===== src/rtl/instr_sequencer.sv =====
// instr_sequencer: multi-cycle Moore control sequencer for the RISC core.
// It accepts one instruction from fetch, decodes the opcode, and steps
// through IDLE -> EXEC -> (MEM -> WB) to drive the ALU, register-file,
// memory and PC-select controls.
// Optional feature: define SEQ_MEM_TIMEOUT_EN to abort memory accesses
// that wait longer than MEM_TIMEOUT cycles and raise the sticky err flag.
module instr_sequencer #(
  parameter int INSTR_W     = 9,
  parameter int OP_W        = 3,
  parameter int REG_W       = 3,
  parameter int MEM_TIMEOUT = 15,
  parameter int CNT_W       = 16
) (
  input  logic                     clk,
  input  logic                     rst,
  input  logic [INSTR_W-1:0]       instr,
  input  logic                     instr_valid,
  output logic                     instr_ready,
  input  logic                     eq_flag,
  input  logic                     mem_done,
  output logic [OP_W-1:0]          alu_op,
  output logic [REG_W-1:0]         rs,
  output logic [REG_W-1:0]         rt,
  output logic [INSTR_W-OP_W-1:0]  imm,
  output logic                     reg_we,
  output logic                     mem_re,
  output logic                     mem_we,
  output logic                     pc_sel,
  output logic                     instr_done,
  output logic                     err,
  output logic [CNT_W-1:0]         retire_cnt
);

  // The operand fields must exactly fill the bits below the opcode.
  if (INSTR_W - OP_W != 2 * REG_W) begin : g_bad_fields
    $error("instr_sequencer: INSTR_W-OP_W must equal 2*REG_W");
  end
  if (MEM_TIMEOUT < 1) begin : g_bad_timeout
    $error("instr_sequencer: MEM_TIMEOUT must be at least 1");
  end

  localparam logic [OP_W-1:0] OP_LDI = OP_W'(4);
  localparam logic [OP_W-1:0] OP_LDM = OP_W'(5);
  localparam logic [OP_W-1:0] OP_STR = OP_W'(6);
  localparam logic [OP_W-1:0] OP_BNE = OP_W'(7);

  typedef enum logic [1:0] {IDLE, EXEC, MEM, WB} state_t;

  state_t               state;
  state_t               next_state;
  logic [INSTR_W-1:0]   instr_q;
  logic [OP_W-1:0]      op;
  logic                 is_alu;
  logic                 is_ldm;
  logic                 is_str;
  logic                 is_bne;
  logic                 timeout;

  assign op     = instr_q[INSTR_W-1 -: OP_W];
  assign is_alu = (op <= OP_LDI);
  assign is_ldm = (op == OP_LDM);
  assign is_str = (op == OP_STR);
  assign is_bne = (op == OP_BNE);

  assign alu_op = op;
  assign rs     = instr_q[INSTR_W-OP_W-1 -: REG_W];
  assign rt     = instr_q[REG_W-1:0];
  assign imm    = instr_q[INSTR_W-OP_W-1:0];

`ifdef SEQ_MEM_TIMEOUT_EN
  localparam int TW = $clog2(MEM_TIMEOUT + 1);
  logic [TW-1:0] mem_cnt;

  // Abort when the last allowed MEM cycle ends without mem_done.
  assign timeout = (state == MEM) && !mem_done && (mem_cnt == TW'(MEM_TIMEOUT - 1));

  // Count cycles spent in MEM; cleared whenever the FSM is elsewhere.
  always_ff @(posedge clk or posedge rst) begin
    if (rst) mem_cnt <= '0;
    else if (state == MEM && next_state == MEM) mem_cnt <= mem_cnt + TW'(1);
    else mem_cnt <= '0;
  end

  // Sticky error flag, cleared only by reset.
  always_ff @(posedge clk or posedge rst) begin
    if (rst) err <= 1'b0;
    else if (timeout) err <= 1'b1;
  end
`else
  assign timeout = 1'b0;
  assign err     = 1'b0;
`endif

  // State register.
  always_ff @(posedge clk or posedge rst) begin
    if (rst) state <= IDLE;
    else state <= next_state;
  end

  // Capture the instruction on handshake acceptance.
  always_ff @(posedge clk or posedge rst) begin
    if (rst) instr_q <= '0;
    else if (state == IDLE && instr_valid) instr_q <= instr;
  end

  // Count retired instructions, wrapping naturally at the counter width.
  always_ff @(posedge clk or posedge rst) begin
    if (rst) retire_cnt <= '0;
    else if (instr_done) retire_cnt <= retire_cnt + CNT_W'(1);
  end

  // Next-state decode.
  always_comb begin
    next_state = state;
    case (state)
      IDLE: if (instr_valid) next_state = EXEC;
      EXEC: next_state = (is_ldm || is_str) ? MEM : IDLE;
      MEM: begin
        if (mem_done) next_state = WB;
        else if (timeout) next_state = IDLE;
      end
      WB: next_state = IDLE;
      default: next_state = IDLE;
    endcase
  end

  // Moore output decode from state and latched opcode; only pc_sel
  // passes eq_flag straight through during EXEC.
  always_comb begin
    instr_ready = 1'b0;
    reg_we      = 1'b0;
    mem_re      = 1'b0;
    mem_we      = 1'b0;
    pc_sel      = 1'b0;
    instr_done  = 1'b0;
    case (state)
      IDLE: instr_ready = 1'b1;
      EXEC: begin
        if (is_alu) begin
          reg_we     = 1'b1;
          instr_done = 1'b1;
        end else if (is_bne) begin
          pc_sel     = ~eq_flag;
          instr_done = 1'b1;
        end else if (!is_ldm && !is_str) begin
          instr_done = 1'b1;
        end
      end
      MEM: begin
        mem_re = is_ldm;
        mem_we = is_str;
      end
      WB: begin
        reg_we     = is_ldm;
        instr_done = 1'b1;
      end
      default: instr_ready = 1'b0;
    endcase
  end

endmodule


===== config.mk =====
export PLATFORM = sky130hd
export DESIGN_NAME = instr_sequencer
export DESIGN_NICKNAME = d
export VERILOG_FILES = /design/src/rtl/instr_sequencer.sv
export SDC_FILE = /design/constraint.sdc
export NUM_CORES = 1
export LEC_CHECK = 0
export BUFFER_PORTS_ARGS = -buffer_cell sky130_fd_sc_hd__buf_2
export CORE_MARGIN = 2
export CORE_UTILIZATION = 51
export DETAILED_ROUTE_END_ITERATION = 7
export PLACE_DENSITY = 0.94
export SETUP_SLACK_MARGIN = 0.5
export SLEW_MARGIN = 15
export SYNTH_ARGS = -nofsm -noshare
export SYNTH_HDL_FRONTEND = slang
export SYNTH_SLANG_ARGS = --single-unit

===== constraint.sdc =====
create_clock -name clk -period 2.35 [get_ports clk]
set_clock_uncertainty 0.1 [all_clocks]
set_input_delay 0.235 -clock clk [delete_from_list [all_inputs] [get_ports clk]]
set_output_delay 0.235 -clock clk [all_outputs]
set_load 0.01 [all_outputs]

==> results of run 1 <==
==> power groups by stage <==
stage | Sequential [mW] | Combinational (mW) | Clock (mW)
after floorplan | 0.832 | 0.495 | 0
after global placement | 0.779 | 0.737 | 0
after detailed placement | 0.795 | 0.777 | 0
after CTS | 0.786 | 0.809 | 0.203
after global routing | 0.815 | 0.954 | 0.223
final | 0.792 | 0.894 | 0.197
==> worst paths after layout <==
| kind | cells past startpoint | start | end |
|---|---|---|---|
| max | 4 | instr_q[8] | mem_we |
| min | 2 | instr[4] | instr_q[4] |
| max reg2reg | 4 | flip-flop | instr_q[0] |
| min reg2reg | 1 | retire_cnt[15] | retire_cnt[15] |
| max in group asynchronous | 4 | rst | instr_q[6] |
| min in group asynchronous | 4 | rst | retire_cnt[14] |
==> cells by family (layout without fill, tap and decap cells) <==
group / count (synthesis) / in the layout / share of synthesized area [%]
flip-flops: 27 / 27 / 52.7
AO/OA/AOI/OAI: 3 / 3 / 3.51
adder cells (fa/ha/maj): 1 / 1 / 0.975
other: 1 / 1 / 0.292
buffers and inverters: 10 / 64 / 5.07
multiplexers: 12 / 12 / 10.4
XOR/XNOR: 16 / 16 / 11.5
AND/OR/NAND/NOR: 37 / 37 / 15.5
==> area by class of cell <==
class,instances,area [um^2],share of cell area [%]
multi-input combinational,70,553,34.1
timing repair buffer,58,319,19.7
sequential,27,678,41.8
inverter,2,7.51,0.463
tap,30,37.5,2.31
clock buffer,4,26.3,1.62
==> stage by stage <==
| step | std cells | instance area [um^2] | power (mW) | util, % | worst slack (ns) |
|---|---|---|---|---|---|
| floorplan | 107 | 1280 | 1.33 | - | 0.754 |
| global placement | 180 | 1520 | 1.52 | 62.5 | 0.761 |
| detailed placement | 180 | 1520 | 1.57 | 62.5 | 0.664 |
| CTS | 187 | 1570 | 1.80 | 64.7 | 0.503 |
| global route | 191 | 1620 | 1.99 | 66.7 | 0.431 |
| finish | 191 | 1620 | 1.88 | 66.7 | 0.471 |
==> cell usage in the layout, fill, tap and decap left out <==
| master | n |
|---|---|
| buf_2 | 49 |
| dfrtp_1 | 25 |
| xnor2_1 | 14 |
| mux2_2 | 11 |
| nand2_1 | 7 |
| nand4_1 | 7 |
| buf_4 | 7 |
| nand3_1 | 6 |
| nor2_1 | 5 |
| and3_1 | 3 |
| clkbuf_4 | 3 |
| and2_1 | 2 |
| nor4b_1 | 2 |
| inv_1 | 2 |
| dfrtp_2 | 2 |
| mux2i_1 | 1 |
| nor2b_2 | 1 |
| xor2_2 | 1 |
| a21boi_4 | 1 |
| a211oi_4 | 1 |
| xor2_1 | 1 |
| nand2_2 | 1 |
| o22ai_2 | 1 |
| and2_4 | 1 |
| nand3b_1 | 1 |
| nor3_1 | 1 |
| ha_1 | 1 |
| conb_1 | 1 |
| clkbuf_1 | 1 |
| dlygate4sd3_1 | 1 |
| buf_6 | 1 |
==> routing by layer <==
layer	vias to the layer above	wire (um)
met5	-	0
li1	469	-
met2	41	1590
met1	492	1140
met3	4	135
met4	0	27
==> state kept, by name, summed over array words and instances (netlist names), named ones only <==
register	count
retire_cnt	16
state	1
instr_q	9
==> what timing repair did <==
action / 4_1_cts / 5_1_grt
cloned: 0 / 0
setup endpoints to repair: 2 / 2
resized for setup: 2 / 4
setup buffers: 2 / 4
hold buffers: 1 / 0
pin swaps: 1 / 1
endpoints found under the hold margin: 27 / 0
==> impl_metrics.json, run 1 <==
{
  "outcome": "complete, no violations",
  "syn_nets": 122,
  "setup_viol": 0,
  "yosys_warnings": 0,
  "gr-max-usage-layer": "met2",
  "power_density_nw_per_um2": 1160,
  "h_tree_depth_reported_by_cts": 1,
  "first_global_vias": 863,
  "finalWeightedCongestion": 0.713,
  "yosys.area.top_type": "dfrtp_1",
  "clock_power_share_pct": 10.4,
  "arrival_ns": 1.54,
  "netlist_top_cells_count": "dfrtp_1, xnor2_1, mux2_2, nand2_1",
  "dr_total_vias": 1006,
  "detailed_place_hpwl_um": 2130,
  "met3_capacity_usage_during_global_routing_pct": 3.89,
  "grt_start_max_net_pins": 28,
  "die_width_um": 54.1,
  "portion_of_the_post_synthesis_area_used_by_sequential_elements_pct": 52.7,
  "grtUsageMet2_pct": 32.7,
  "netlist-cell-type-count": 24,
  "net-switching-power_uw": 752,
  "critPathLaunchType": "flip-flop",
  "num_antenna_cells": 0,
  "ir_drop_mv": 0.684,
  "fin_worst_hold_slack_ns": 0.0415,
  "timing.critical_path.buf_inv": 2,
  "criticalPathCategory": "reg2out",
  "critical_path_required_ns": 2.02,
  "min_period_ns": 1.88,
  "ys_top_cells_by_area": "dfrtp_1, mux2_2, xnor2_1, buf_4, nand4_1",
  "groute.usage.overall_pct": 18.7,
  "p_int_mw": 1.13,
  "insertion_delay_ns": 0.32,
  "setup_tns_ns": 0,
  "grt_antenna_before_repair": 0,
  "layout_worst_path_cycle_share_pct": 79.9,
  "vias_per_cell": 5.27,
  "dieArea_um2": 2930,
  "hp-class": "in2reg",
  "effective_utilization_at_floorplan_pct": 52.7,
  "rsz0062_at_grt": "yes",
  "power.leakage_nw": 0.802,
  "fill_cells": 168,
  "hold_viol": 0,
  "synthMostInstantiatedCell": "dfrtp_1",
  "die_h_um": 54.1,
  "cts_tree": "built",
  "per_cell_routed_wire_length_um": 15.1,
  "synth_cells": 107,
  "ffs_w_async_s_r_synth_pct": 100,
  "placement_rows": 18,
  "maxCapViolCount": 0,
  "max_stage_delay_ns": 0.45,
  "router_iterations_before_antenna_repair": 4,
  "grt.overflow.total": 0,
  "post-synth-top-area-fraction_pct": 52.7,
  "totalWireLength_um": 2890,
  "synth_enable_flop_cells": 0,
  "timing.reg2reg.setup_slack_ns": 0.55,
  "cts_sinks": 27,
  "critical_path.endpoint_type": "primary output",
  "ys_seq_elements": 27,
  "synth_area_um2": 1280,
  "cts.path.max_buffers": 2,
  "share_of_post_route_cells_with_drive_strength_above_1_pct": 49.7,
  "final_nets": 177,
  "detail_route.iter0.violations": 21,
  "critical-path-slowest-cell": "dfrtp_1",
  "globalRouteMet1Util_pct": 22.4,
  "io_buffer_count": 50,
  "cts.clk_slew.worst_paths_ns": 0.13,
  "drc": 0,
  "worstPathCellList": "nand2_2 -> buf_4 -> nor4b_1 -> buf_2",
  "max_freq_mhz": 532,
  "timing.critical_path.fanout_max": 4,
  "synth.avg_cell_area_um2": 12.0,
  "flow.area_growth_from_synthesis_pct": 26.4,
  "clockRootBuffer": "clkbuf_4",
  "io_pins": 52,
  "power.switching_fraction_pct": 39.9,
  "maxSlewViolCount": 0,
  "floorplan.core_area_um2": 2430,
  "reg_power_share_pct": 42.1,
  "cts-buffers-inserted": 3,
  "synth_top_flop_cell": "dfrtp_1",
  "power_frac_comb_pct": 47.5,
  "grt_pass1_wl_um": 3880,
  "final_antenna_net_count": 0,
  "path_delay_family": "flip-flops"
}
(Power assumes the default switching activity.)
==> run 2: changes to the inputs <==
--- a/config.mk
+++ b/config.mk
@@ -7,9 +7,9 @@
 export LEC_CHECK = 0
 export BUFFER_PORTS_ARGS = -buffer_cell sky130_fd_sc_hd__buf_2
 export CORE_MARGIN = 2
-export CORE_UTILIZATION = 51
+export CORE_UTILIZATION = 42
 export DETAILED_ROUTE_END_ITERATION = 7
-export PLACE_DENSITY = 0.94
+export PLACE_DENSITY = 0.84
 export SETUP_SLACK_MARGIN = 0.5
 export SLEW_MARGIN = 15
 export SYNTH_ARGS = -nofsm -noshare
==> constraint.sdc (replaced) <==
create_clock -name clk -period 1.6 [get_ports clk]
set_clock_uncertainty 0.1 [all_clocks]
set_input_delay 0.16 -clock clk [delete_from_list [all_inputs] [get_ports clk]]
set_output_delay 0.16 -clock clk [all_outputs]
set_load 0.01 [all_outputs]
==> run 2 against run 1 <==
Effect of this change:
- the flow now finishes with violations (negative hold slack, negative setup slack)
- cell area is 39% higher
- hold slack worse by 0.060 ns
- count of clock-buffer cells in the layout stayed put
- die area is 20% higher
- first-iteration DRC count is 33% higher
==> impl_metrics.json, run 2 (synthesis gave the netlist of run 1 again) <==
{
  "outcome": "finished with violations",
  "failed_checks": "negative hold slack, negative setup slack",
  "share_of_post_route_cells_with_drive_strength_above_1_pct": 66.5,
  "reg_power_share_pct": 30.3,
  "hold_viol": 1,
  "setup_viol": 22,
  "per_cell_routed_wire_length_um": 15.9,
  "critical_path_required_ns": 1.34,
  "critical-path-slowest-cell": "dfrtp_2",
  "effective_utilization_at_floorplan_pct": 43.1,
  "top_register": "retire_cnt",
  "cts_sinks": 27,
  "criticalPathCategory": "reg2out",
  "layout_worst_path_cycle_share_pct": 108,
  "final_nets": 219,
  "utilization_pct": 75.5,
  "floorplan.core_area_um2": 2980,
  "grt.overflow.total": 0,
  "clock_power_share_pct": 7.9,
  "first_global_vias": 1214,
  "fin_worst_hold_slack_ns": -0.0187,
  "detailed_place_hpwl_um": 2070,
  "ir_drop_mv": 1.04,
  "hp-class": "in2reg",
  "net-switching-power_mw": 1.44,
  "insertion_delay_ns": 0.34,
  "rsz0062_at_grt": "yes",
  "setup_tns_ns": -1.06,
  "placed_area_um2": 1620,
  "numPlacedInstances": 189,
  "fill_cells": 182,
  "critPathLaunchType": "flip-flop",
  "largest_registers": "retire_cnt: 16 flops, instr_q: 9 flops, state: 1 flops",
  "path_delay_family": "flip-flops",
  "critical_path.endpoint_type": "primary output",
  "io_pins": 52,
  "groute.usage.overall_pct": 21.3,
  "power.switching_fraction_pct": 37.7,
  "num_antenna_cells": 0,
  "arrival_ns": 1.48,
  "detailedPlace.worstSlack_ns": 0.0253,
  "vias_per_cell": 5.16,
  "cts.path.max_buffers": 2,
  "maxCapViolCount": 0,
  "drc": 0,
  "power.leakage_nw": 1.14,
  "final_critical_path_setup_slack_ns": -0.135,
  "finalWeightedCongestion": 0.803,
  "p_int_mw": 2.38,
  "io_buffer_count": 50,
  "power_density_nw_per_um2": 1700,
  "router_iterations_before_antenna_repair": 4,
  "highest_count_cells_in_the_layout_ignoring_fill_and_taps": "buf_2, buf_4, buf_6",
  "max_freq_mhz": 576,
  "grt_pass1_wl_um": 5560,
  "min_period_ns": 1.74,
  "power_frac_comb_pct": 61.8,
  "detail_route.iter0.violations": 28,
  "dieArea_um2": 3510,
  "clockRootBuffer": "clkbuf_4",
  "maxSlewViolCount": 0,
  "final_antenna_net_count": 0,
  "totalWireLength_um": 3750,
  "flow.area_growth_from_synthesis_pct": 75.2,
  "fin_area_um2": 2250,
  "timing.critical_path.fanout_max": 3,
  "most_frequent_standard_cell_in_the_layout_excluding_fill_and_tap_cells": "buf_2",
  "layout.cells.non_filler": 236,
  "die_h_um": 59.3,
  "dr_total_vias": 1217,
  "max_stage_delay_ns": 0.42,
  "h_tree_depth_reported_by_cts": 1,
  "largest_register_ff_count": 16,
  "cts.clk_slew.worst_paths_ns": 0.13,
  "cts_tree": "built",
  "grt_start_max_net_pins": 28,
  "worstPathCellList": "nand2_2 -> mux2_4 -> o22ai_2 -> and2_4 -> buf_6",
  "timing.critical_path.buf_inv": 1,
  "placement_rows": 20,
  "die_width_um": 59.3,
  "grt_antenna_before_repair": 0,
  "cts-buffers-inserted": 3
}
-- run 2: changes by cell type in the layout (fill, tap and decap cells not counted), sizes merged --
cell | previous run | this run
buf | 57 | 90
dlygate4sd3 | 1 | 10
-- run 2: stage by stage --
stage,hold slack (ns),power [mW]
floorplan,0.113,2.06
global placement,0.130,2.47
detailed placement,0.133,2.54
CTS,0.00354,3.48
global route,-0.00461,4.01
finish,-0.0187,3.82
-- run 2: power by group through the flow --
stage	registers (mW)	clock network, mW	logic [mW]
final	1.16	0.303	2.36
after floorplan	1.27	0	0.797
after global routing	1.18	0.334	2.49
after CTS	1.14	0.294	2.05
after global placement	1.16	0	1.31
after detailed placement	1.19	0	1.35
-- run 2: routing by layer --
metal	track usage (%)	routed length, um	share of wire [%]
met5	0	0	0
met4	11.7	123	3.3
met3	2.62	147	3.9
met2	37.5	1980	53
met1	24.7	1510	40
-- run 2: cell type report --
cell class	count	area [um^2]	area share (%)
Tap cell	33	41.3	1.84
Timing Repair Buffer	100	763	34.0
Multi-Input combinational cell	70	724	32.2
Clock buffer	4	26.3	1.17
Sequential cell	27	684	30.5
Inverter	2	7.51	0.334
-- run 2: worst reg2reg max path, stage by stage (launching register included) --
cell and delay [ns]:
dfrtp_2 0.47, buf_6 0.14, xor2_4 0.16, a21boi_4 0.21, buf_6 0.16, nand4_1 0.13
xnor2_2 0.17
-- run 2: final timing paths --
check | from | endpoint | slack (ns) | cells past startpoint
max in group asynchronous | rst | state[0] | 0.82 | 4
min in group asynchronous | rst | retire_cnt[14] | 0.30 | 4
worst min register to register | retire_cnt[3] | retire_cnt[3] | 0.44 | 1
worst max-delay path | flip-flop | reg_we | -0.14 | 5
worst max register to register | instr_q[6] | retire_cnt[4] | -0.05 | 6
worst min-delay path | mem_done | state[0] | -0.02 | 3
-- run 2: timing repair --
| item | in CTS | in global routing |
|---|---|---|
| gates cloned | 1 | 0 |
| pin swaps | 23 | 9 |
| resized for setup | 39 | 19 |
| buffers inserted | 25 | 7 |
| hold buffers | 10 | 0 |
| hold endpoints to repair | 36 | 0 |
| setup endpoints to repair | 63 | 64 |
